## config.mk

```make
export PLATFORM = sky130hd
export DESIGN_NAME = reg_write_tracer
export DESIGN_NICKNAME = d
export VERILOG_FILES = /design/src/rtl/trace_pkg.sv /design/src/rtl/trace_fifo.sv /design/src/rtl/reg_write_tracer.sv
export SDC_FILE = /design/constraint.sdc
export NUM_CORES = 2
export LEC_CHECK = 0
export ABC_AREA = 1
export CORE_ASPECT_RATIO = 0.7
export CORE_MARGIN = 10
export CORE_UTILIZATION = 35
export DETAILED_ROUTE_END_ITERATION = 10
export HOLD_SLACK_MARGIN = 0.12
export PLACE_DENSITY = 0.49
export SLEW_MARGIN = 10
export SYNTH_ARGS = -nofsm -noshare
export SYNTH_HDL_FRONTEND = slang
export SYNTH_SLANG_ARGS = --single-unit
export TNS_END_PERCENT = 50
```

## constraint.sdc

```tcl
create_clock -name clk -period 54.9 [get_ports clk]
set_input_delay 10.98 -clock clk [delete_from_list [all_inputs] [get_ports clk]]
set_output_delay 10.98 -clock clk [all_outputs]
set_load 0.05 [all_outputs]
```

## src/rtl/trace_pkg.sv

```systemverilog
// Shared constants for the register-write trace buffer.
// Field widths, default watch mask and full-FIFO policy codes.
package trace_pkg;

  localparam int TRACE_DATA_W = 32;
  localparam int TRACE_REG_AW = 5;
  localparam int TRACE_CNT_W  = 16;
  localparam int TRACE_DEPTH  = 16;

  // $t0-$t9 and $s0-$s7
  localparam logic [31:0] TRACE_MASK_ST = 32'h03FF_FF00;

  localparam bit TRACE_DROP      = 1'b0;
  localparam bit TRACE_OVERWRITE = 1'b1;

endpackage

```

## src/rtl/trace_fifo.sv

```systemverilog
// Generic DEPTH x W FIFO with clear, drop-or-overwrite when full.
// Ports: push/wdata in, pop in, rdata/level/full/empty/drop out.
module trace_fifo
  import trace_pkg::*;
#(
  parameter int DEPTH     = 16,
  parameter int W         = 8,
  parameter bit OVERWRITE = TRACE_DROP
) (
  input  logic                   clk,
  input  logic                   reset,
  input  logic                   clear,
  input  logic                   push,
  input  logic [W-1:0]           wdata,
  input  logic                   pop,
  output logic [W-1:0]           rdata,
  output logic [$clog2(DEPTH):0] level,
  output logic                   full,
  output logic                   empty,
  output logic                   drop
);

  localparam int AW = $clog2(DEPTH);
  localparam int LW = AW + 1;

  logic [W-1:0]  mem_q [DEPTH];
  logic [W-1:0]  mem_d [DEPTH];
  logic [AW-1:0] wr_q, wr_d;
  logic [AW-1:0] rd_q, rd_d;
  logic [LW-1:0] lvl_q, lvl_d;

  logic do_pop;
  logic blocked;
  logic ovw;
  logic wr_en;
  logic rd_adv;

  assign empty = (lvl_q == '0);
  assign full  = (lvl_q == LW'(DEPTH));
  assign level = lvl_q;
  assign rdata = mem_q[rd_q];

  // A pop in the same cycle frees the slot, so only an
  // unpopped push into a full FIFO is blocked.
  assign do_pop  = pop & ~empty;
  assign blocked = push & full & ~do_pop;
  assign ovw     = blocked & OVERWRITE;
  assign wr_en   = push & (~blocked | OVERWRITE);
  assign rd_adv  = do_pop | ovw;
  assign drop    = blocked & ~clear;

  always_comb begin
    mem_d = mem_q;
    wr_d  = wr_q;
    rd_d  = rd_q;
    lvl_d = lvl_q;
    if (clear) begin
      wr_d  = '0;
      rd_d  = '0;
      lvl_d = '0;
    end else begin
      if (wr_en) begin
        mem_d[wr_q] = wdata;
        wr_d        = wr_q + 1'b1;
      end
      if (rd_adv) rd_d = rd_q + 1'b1;
      if (wr_en & ~rd_adv) lvl_d = lvl_q + 1'b1;
      else if (~wr_en & rd_adv) lvl_d = lvl_q - 1'b1;
    end
  end

  always_ff @(posedge clk or posedge reset) begin
    if (reset) begin
      wr_q  <= '0;
      rd_q  <= '0;
      lvl_q <= '0;
      for (int i = 0; i < DEPTH; i++) mem_q[i] <= '0;
    end else begin
      wr_q  <= wr_d;
      rd_q  <= rd_d;
      lvl_q <= lvl_d;
      mem_q <= mem_d;
    end
  end

endmodule

```

## src/rtl/reg_write_tracer.sv

```systemverilog
// Register-file write snooper: timestamps watched writes into a FIFO.
// Ports: snoop (pc/reg_write/write_reg/write_data), out_* stream, status.
module reg_write_tracer
  import trace_pkg::*;
#(
  parameter int DATA_W    = TRACE_DATA_W,
  parameter int REG_AW    = TRACE_REG_AW,
  parameter int DEPTH     = TRACE_DEPTH,
  parameter int CNT_W     = TRACE_CNT_W,
  parameter logic [(2**REG_AW)-1:0] WATCH_MASK = TRACE_MASK_ST,
  parameter bit OVERWRITE = TRACE_DROP
) (
  input  logic                   clk,
  input  logic                   reset,
  input  logic                   capture_en,
  input  logic                   clear,
  input  logic [DATA_W-1:0]      pc,
  input  logic                   reg_write,
  input  logic [REG_AW-1:0]      write_reg,
  input  logic [DATA_W-1:0]      write_data,
  output logic                   out_valid,
  input  logic                   out_ready,
  output logic [CNT_W-1:0]       out_cycle,
  output logic [DATA_W-1:0]      out_pc,
  output logic [REG_AW-1:0]      out_reg,
  output logic [DATA_W-1:0]      out_data,
  output logic [$clog2(DEPTH):0] level,
  output logic                   full,
  output logic                   empty,
  output logic [7:0]             dropped
);

  localparam int RW = CNT_W + DATA_W + REG_AW + DATA_W;

  logic [CNT_W-1:0] cnt_q, cnt_d;
  logic [7:0]       drop_q, drop_d;
  logic             qual;
  logic             fifo_drop;
  logic [RW-1:0]    rec_in;
  logic [RW-1:0]    rec_out;

  assign qual = capture_en & reg_write
              & (write_reg != '0)
              & WATCH_MASK[write_reg];

  assign rec_in = {cnt_q, pc, write_reg, write_data};
  assign {out_cycle, out_pc, out_reg, out_data} = rec_out;

  assign out_valid = ~empty;
  assign dropped   = drop_q;

  always_comb begin
    cnt_d  = cnt_q + 1'b1;
    drop_d = drop_q;
    if (clear) drop_d = '0;
    else if (fifo_drop && drop_q != 8'hFF) drop_d = drop_q + 1'b1;
  end

  always_ff @(posedge clk or posedge reset) begin
    if (reset) begin
      cnt_q  <= '0;
      drop_q <= '0;
    end else begin
      cnt_q  <= cnt_d;
      drop_q <= drop_d;
    end
  end

  trace_fifo #(
    .DEPTH     (DEPTH),
    .W         (RW),
    .OVERWRITE (OVERWRITE)
  ) u_fifo (
    .clk   (clk),
    .reset (reset),
    .clear (clear),
    .push  (qual),
    .wdata (rec_in),
    .pop   (out_ready),
    .rdata (rec_out),
    .level (level),
    .full  (full),
    .empty (empty),
    .drop  (fifo_drop)
  );

endmodule

```

; ---- Yosys cells after proc, flatten, opt, wreduce, memory -nomap -nowiden
; Memory sizes are Yosys's and may differ from the RTL's.
; Index checks and enable logic that the tools add are counted.
; Widths: inputs -> output; s select.
[classes]
mux = 16
eq_ne = 2
order_cmp = 4
bitwise_logic = 17
reduce_logical = 9
n_addsub = 6
[op_table]
columns = operator, count
row1 = $bwmux 1360, 1
row2 = $bmux 85 s4, 1
row3 = $demux 85 s4, 1
row4 = $mux 85, 3
row5 = $add 16x1->16 const B, 1
row6 = $mux 4, 4
row7 = $mux 8, 2
row8 = $mux 5, 3
row9 = $and 1x1->1, 10
row10 = $ge 5x5->1 const B, 2
row11 = $not 4->5, 2
row12 = $add 4x1->4 const B, 2
row13 = $add 8x1->8 const B, 1
row14 = $ne 8x8->1 const B, 1
row15 = $lt 5x6->1 const B, 1
row16 = $reduce_bool 2->1, 3
row17 = $add 5x1->5 const B, 1
row18 = $eq 5x5->1 const B, 1
row19 = $logic_not 5->1, 1
row20 = $lt 5x1->1 const B, 1
row21 = $not 1->1, 5
row22 = $reduce_bool 5->1, 1
row23 = $sub 5x1->5 const B, 1
row24 = $reduce_bool 3->1, 1
row25 = 3 further kinds, 4
[totals]
n_memories = 1
romBits = 32
in_bits = 75
register_bits = 1397
out_inout_bits = 101
[memory_table]
columns = memory, depth, width, read_ports, rd_ports_with_merged_regs, write_ports, line_no
row1 = (name not given), 32, 1, 1, 0, 0, reg_write_tracer.sv:44  ; & WATCH_MASK[write_reg];

; ---- Depth between registers and ports, before layout
[logic_depth]
word_depth = 12
depth_mapped = 15
mapped_depth_nobuf = 14

; ---- Modules after synthesis
; A second synthesis with hierarchy kept.
[hier_totals]
hier_cells = 7415
area_unflattened_um2 = 63741.1
[modules_own_cells]
columns = module, area_per_inst_um2, n_inst, cells_each, seq_area_each_um2
row1 = trace_fifo, 62448.6, 1, 7258, 34358.0
row2 = reg_write_tracer, 1292.5, 1, 157, 600.6

; ---- Least setup slack after synthesis
; OpenSTA, ideal clock, no wires.
[synth_path]
kind = flip-flop to output port
from = reg u_fifo.rd_q[0]
to = out out_cycle[0]
arrival_time_ps = 1921
path_slack_ps = 41999
n_path_buf = 5
required_ps = 43920
stages_incl_launch_ff = 10
path_cell_list = dfrtp_1 buf_2 buf_2 buf_2 buf_2 clkbuf_1 o21ai_0 o211ai_1 nand3_1 nand2_1
[synth_via]
elab_chain_cells = 4
[synth_lines]
columns = item, line_no
row1 = "start, declared", trace_fifo.sv:29  ; logic [AW-1:0] rd_q, rd_d;
row2 = "start signal, assigned", trace_fifo.sv:80  ; rd_q <= rd_d;
row3 = $not 4->5 (not written as such), trace_fifo.sv:41  ; assign rdata = mem_q[rd_q];
row4 = $bmux 85 s4, trace_fifo.sv:41
row5 = $mux 85 (not written as such) (2 in a row), trace_fifo.sv:41
row6 = "end, declared", reg_write_tracer.sv:23  ; output logic [CNT_W-1:0] out_cycle,
; No other way between the ends. The select of a mux whose other input is x is not followed.

; ---- Final worst setup path
[layout_path]
from = reg u_fifo.rd_q[0]
to = out out_data[0]
[layout_via]
elab_chain_cells = 4
[layout_lines]
columns = item, line_no
row1 = $not 4->5 (not written as such), trace_fifo.sv:41
row2 = $bmux 85 s4, trace_fifo.sv:41
row3 = $mux 85 (not written as such) (2 in a row), trace_fifo.sv:41
row4 = "end, declared", reg_write_tracer.sv:26  ; output logic [DATA_W-1:0] out_data,
; No other way between the ends. The select of a mux whose other input is x is not followed.

==> reports/qor.txt <==
Initial Util -> 35.3%
max incr delay on CP -> 990 ps
drt drc -> 0
DIE AREA -> 214000 sq um
share of layout cells above drive strength 1 -> 4.59%
Data required, critical path -> 43920 ps
CTS Buf Count -> 160
leading cell type in the layout, fill and taps excluded -> nand2_1
Chip Width -> 549 um
fillers -> 20000
FF+latch count, synth -> 1397
Max clock buf depth -> 4
crit start category -> register
status -> finished, final reports clean
Layout Nets -> 8585
endpoint class of the critical path -> output pin
GRT Residual Overflow -> 0
average wire per standard cell -> 24.2 um
Pre-antenna DRT Iters -> 6
most frequent cells in the layout -> 2881 x nand2_1, 1561 x nand3_1, 1393 x dfrtp_1
Final setup viols -> 0
critical path's slowest cell -> buf_4
fin crit share -> 31.5%
Sw Ratio -> 35.2%
htree depth -> 4
# hold bufs at CTS -> 0
Hold WS -> 464 ps
Gate power share -> 26.1%
Seq/Total Area, Yosys -> 50.9%
Clock power frac -> 36.8%
synth unique cells -> 27
Flop pwr share -> 37.1%
highest clock rate -> 57.8 MHz
CP Cell Sequence -> inv_8 > buf_4 > buf_4 > nor2_1 > nor2_1 > o21ai_0 > o211ai_1 > nand3_1 > nand2_1 > clkdlybuf4s50_1
unrepaired setup endpoints after global routing -> false
family with the most delay on the worst path -> buffers and inverters
critical path class -> reg2out
CTS tree -> done
Clock Latency Late Sink -> 810 ps
Yosys warnings -> 0
number of buffers and inverters on the critical path -> 4
Placed Area -> 70800 sq um
Iter 0 DRT Violations -> 7720
Max-Slew Margin vs Limit -> 17.5%
Final min period -> 17290 ps
vias per std cell -> 5.53
# IOs -> 176
Max-Cap Viols -> 0
pin count of the biggest net entering global routing -> 171
Final TNS setup -> 0 ps
Pint -> 1.93 mW
DP Wirelength -> 129000 um
Slew Limit Fails -> 0
Area Overhead vs Synth -> 10.7%
VDD IR max -> 0.0000341 V
DR vias -> 62100
Min-Delay Path Class -> reg2reg
Die Span Y -> 390 um
Critical Path AT -> 6310 ps
M1 GR Usage -> 36.9%
clock skew -> 48.9 ps
syn_nets -> 9039
DP Worst Slack -> 37690 ps
final instance area -> 76000 sq um
LEAKAGE -> 39.0 nW
grt met3 use -> 4.62%
Root Driver -> clkbuf_16
gpl congestion -> 0.776
global-route wire length before repair -> 408000 um
buffers inserted by post-CTS timing repair -> 0
vias in the first global route -> 60100
core area -> 194000 sq um
post-synthesis cell count -> 8952
Most Used Layer, Global Route -> met1
Tightest Pin Transition -> 1240 ps
post-CTS sizing -> 0
total clock sinks -> 1397
Pwr Total -> 2.98 mW
Synth Area per Inst -> 7.67 sq um
initial antenna violation count -> 17
Port Buf Inserts -> 175
Final WS setup -> 37610 ps
FP Rows -> 135
M2 GR Usage -> 36.2%
Tot GR Track Use -> 24.5%
Final Hold Vio Count -> 0
Switch Pwr -> 1.05 mW
post-route ant nets -> 0
Total Wirelength -> 271000 um
Worst-path clk slew -> 60 ps
pwr/cell area -> 39.3 nW/um^2
Max FO, Critical Path -> 141
area of the mapped netlist -> 68600 sq um
[area by class of cell]
class	instances	area [sq um]	share of cell area [%]
inverter	203	790	1.04
clock buffer	240	4810	6.33
sequential	1397	35000	46.0
multi-input combinational	6456	29100	38.2
tap	2603	3260	4.29
antenna	5	12.5	0.0165
timing repair buffer	280	2680	3.52
clock inverter	36	403	0.530
[logic make-up (layout without fill, tap and decap cells)]
family          count (synthesis)  in the layout  synth area share (%)
buf+inv                      1099            759                  7.08
flops                        1397           1397                  50.9
other cells                     0              5                     0
simple gates                 5239           5239                  31.6
compound gates               1188           1188                  9.92
fa+ha+maj                      12             12                 0.230
xor+xnor                       17             17                 0.217
[cells in the mapped netlist]
| cell | count | area, sq um |
|---|---|---|
| a21oi_1 | 161 | 806 |
| buf_1 | 66 | 248 |
| buf_2 | 203 | 1020 |
| buf_4 | 76 | 571 |
| buf_6 | 26 | 293 |
| clkbuf_1 | 525 | 1970 |
| clkinv_1 | 3 | 11.3 |
| dfrtp_1 | 1397 | 35000 |
| fa_1 | 1 | 20.0 |
| ha_1 | 11 | 138 |
| inv_1 | 195 | 732 |
| inv_2 | 5 | 18.8 |
| nand2_1 | 2896 | 10900 |
| nand2_2 | 1 | 6.26 |
| nand3_1 | 1561 | 7810 |
| nand3b_1 | 1 | 7.51 |
| nand4_1 | 14 | 87.6 |
| nor2_1 | 754 | 2830 |
| nor2_2 | 3 | 18.8 |
| nor2_4 | 1 | 11.3 |
| nor2_8 | 1 | 20.0 |
| nor3_1 | 7 | 35.0 |
| o211ai_1 | 340 | 2550 |
| o21ai_0 | 686 | 3430 |
| o21ai_4 | 1 | 16.3 |
| xnor2_1 | 8 | 70.1 |
| xor2_1 | 9 | 78.8 |
[flip-flops by register name, summed over array words and instances (netlist names)]
| register | flops |
|---|---|
| u_fifo.mem_q | 1360 |
| cnt_q | 16 |
| dropped | 8 |
| u_fifo.level | 5 |
| u_fifo.rd_q | 4 |
| u_fifo.wr_q | 4 |
[routing by layer]
| layer | part of all wire (%) | wire length, um |
|---|---|---|
| met1 | 47 | 128000 |
| met2 | 43 | 115000 |
| met3 | 8.2 | 22400 |
| met4 | 2.0 | 5420 |
| met5 | 0.039 | 105 |
[power by group through the flow]
stage               combinational [mW]  clock (mW)  sequential, mW
finish                           0.780        1.10            1.11
global route                     0.855        1.16            1.11
CTS                              0.786        1.12            1.11
detailed placement               0.783           0            1.12
global placement                 0.784           0            1.12
floorplan                        0.524           0            1.12
[stage by stage]
stage | instances | utilization (%)
2_1_floorplan | 8952 | -
3_3_place_gp | 10900 | 36.4
3_5_place_dp | 10900 | 36.4
4_1_cts | 11200 | 39.1
5_1_grt | 11200 | 39.1
6_report | 11200 | 39.1
[path summary, 6_finish.rpt]
| check | start | to | slack (ps) | cells past startpoint |
|---|---|---|---|---|
| max in group asynchronous | reset | u_fifo.mem_q[123]$_DFFE_PP0P_ | 39340 | 7 |
| worst min-delay path | u_fifo.mem_q[93]$_DFFE_PP0P_ | u_fifo.mem_q[93]$_DFFE_PP0P_ | 460 | 2 |
| min in group asynchronous | reset | u_fifo.mem_q[755]$_DFFE_PP0P_ | 10780 | 2 |
| worst max-delay path | u_fifo.rd_q[0]$_DFFE_PP0P_ | out_data[0] | 37610 | 10 |
| worst min register to register | u_fifo.mem_q[93]$_DFFE_PP0P_ | u_fifo.mem_q[93]$_DFFE_PP0P_ | 460 | 2 |
| worst max register to register | u_fifo.level[2]$_DFFE_PP0P_ | u_fifo.mem_q[418]$_DFFE_PP0P_ | 49130 | 11 |
[worst min-delay path, stage by stage (launching register included)]
cell and delay, ps:
dfrtp_1 340, nand2_1 50, nand2_1 40
No activity file was read; power rests on OpenSTA's default activity.
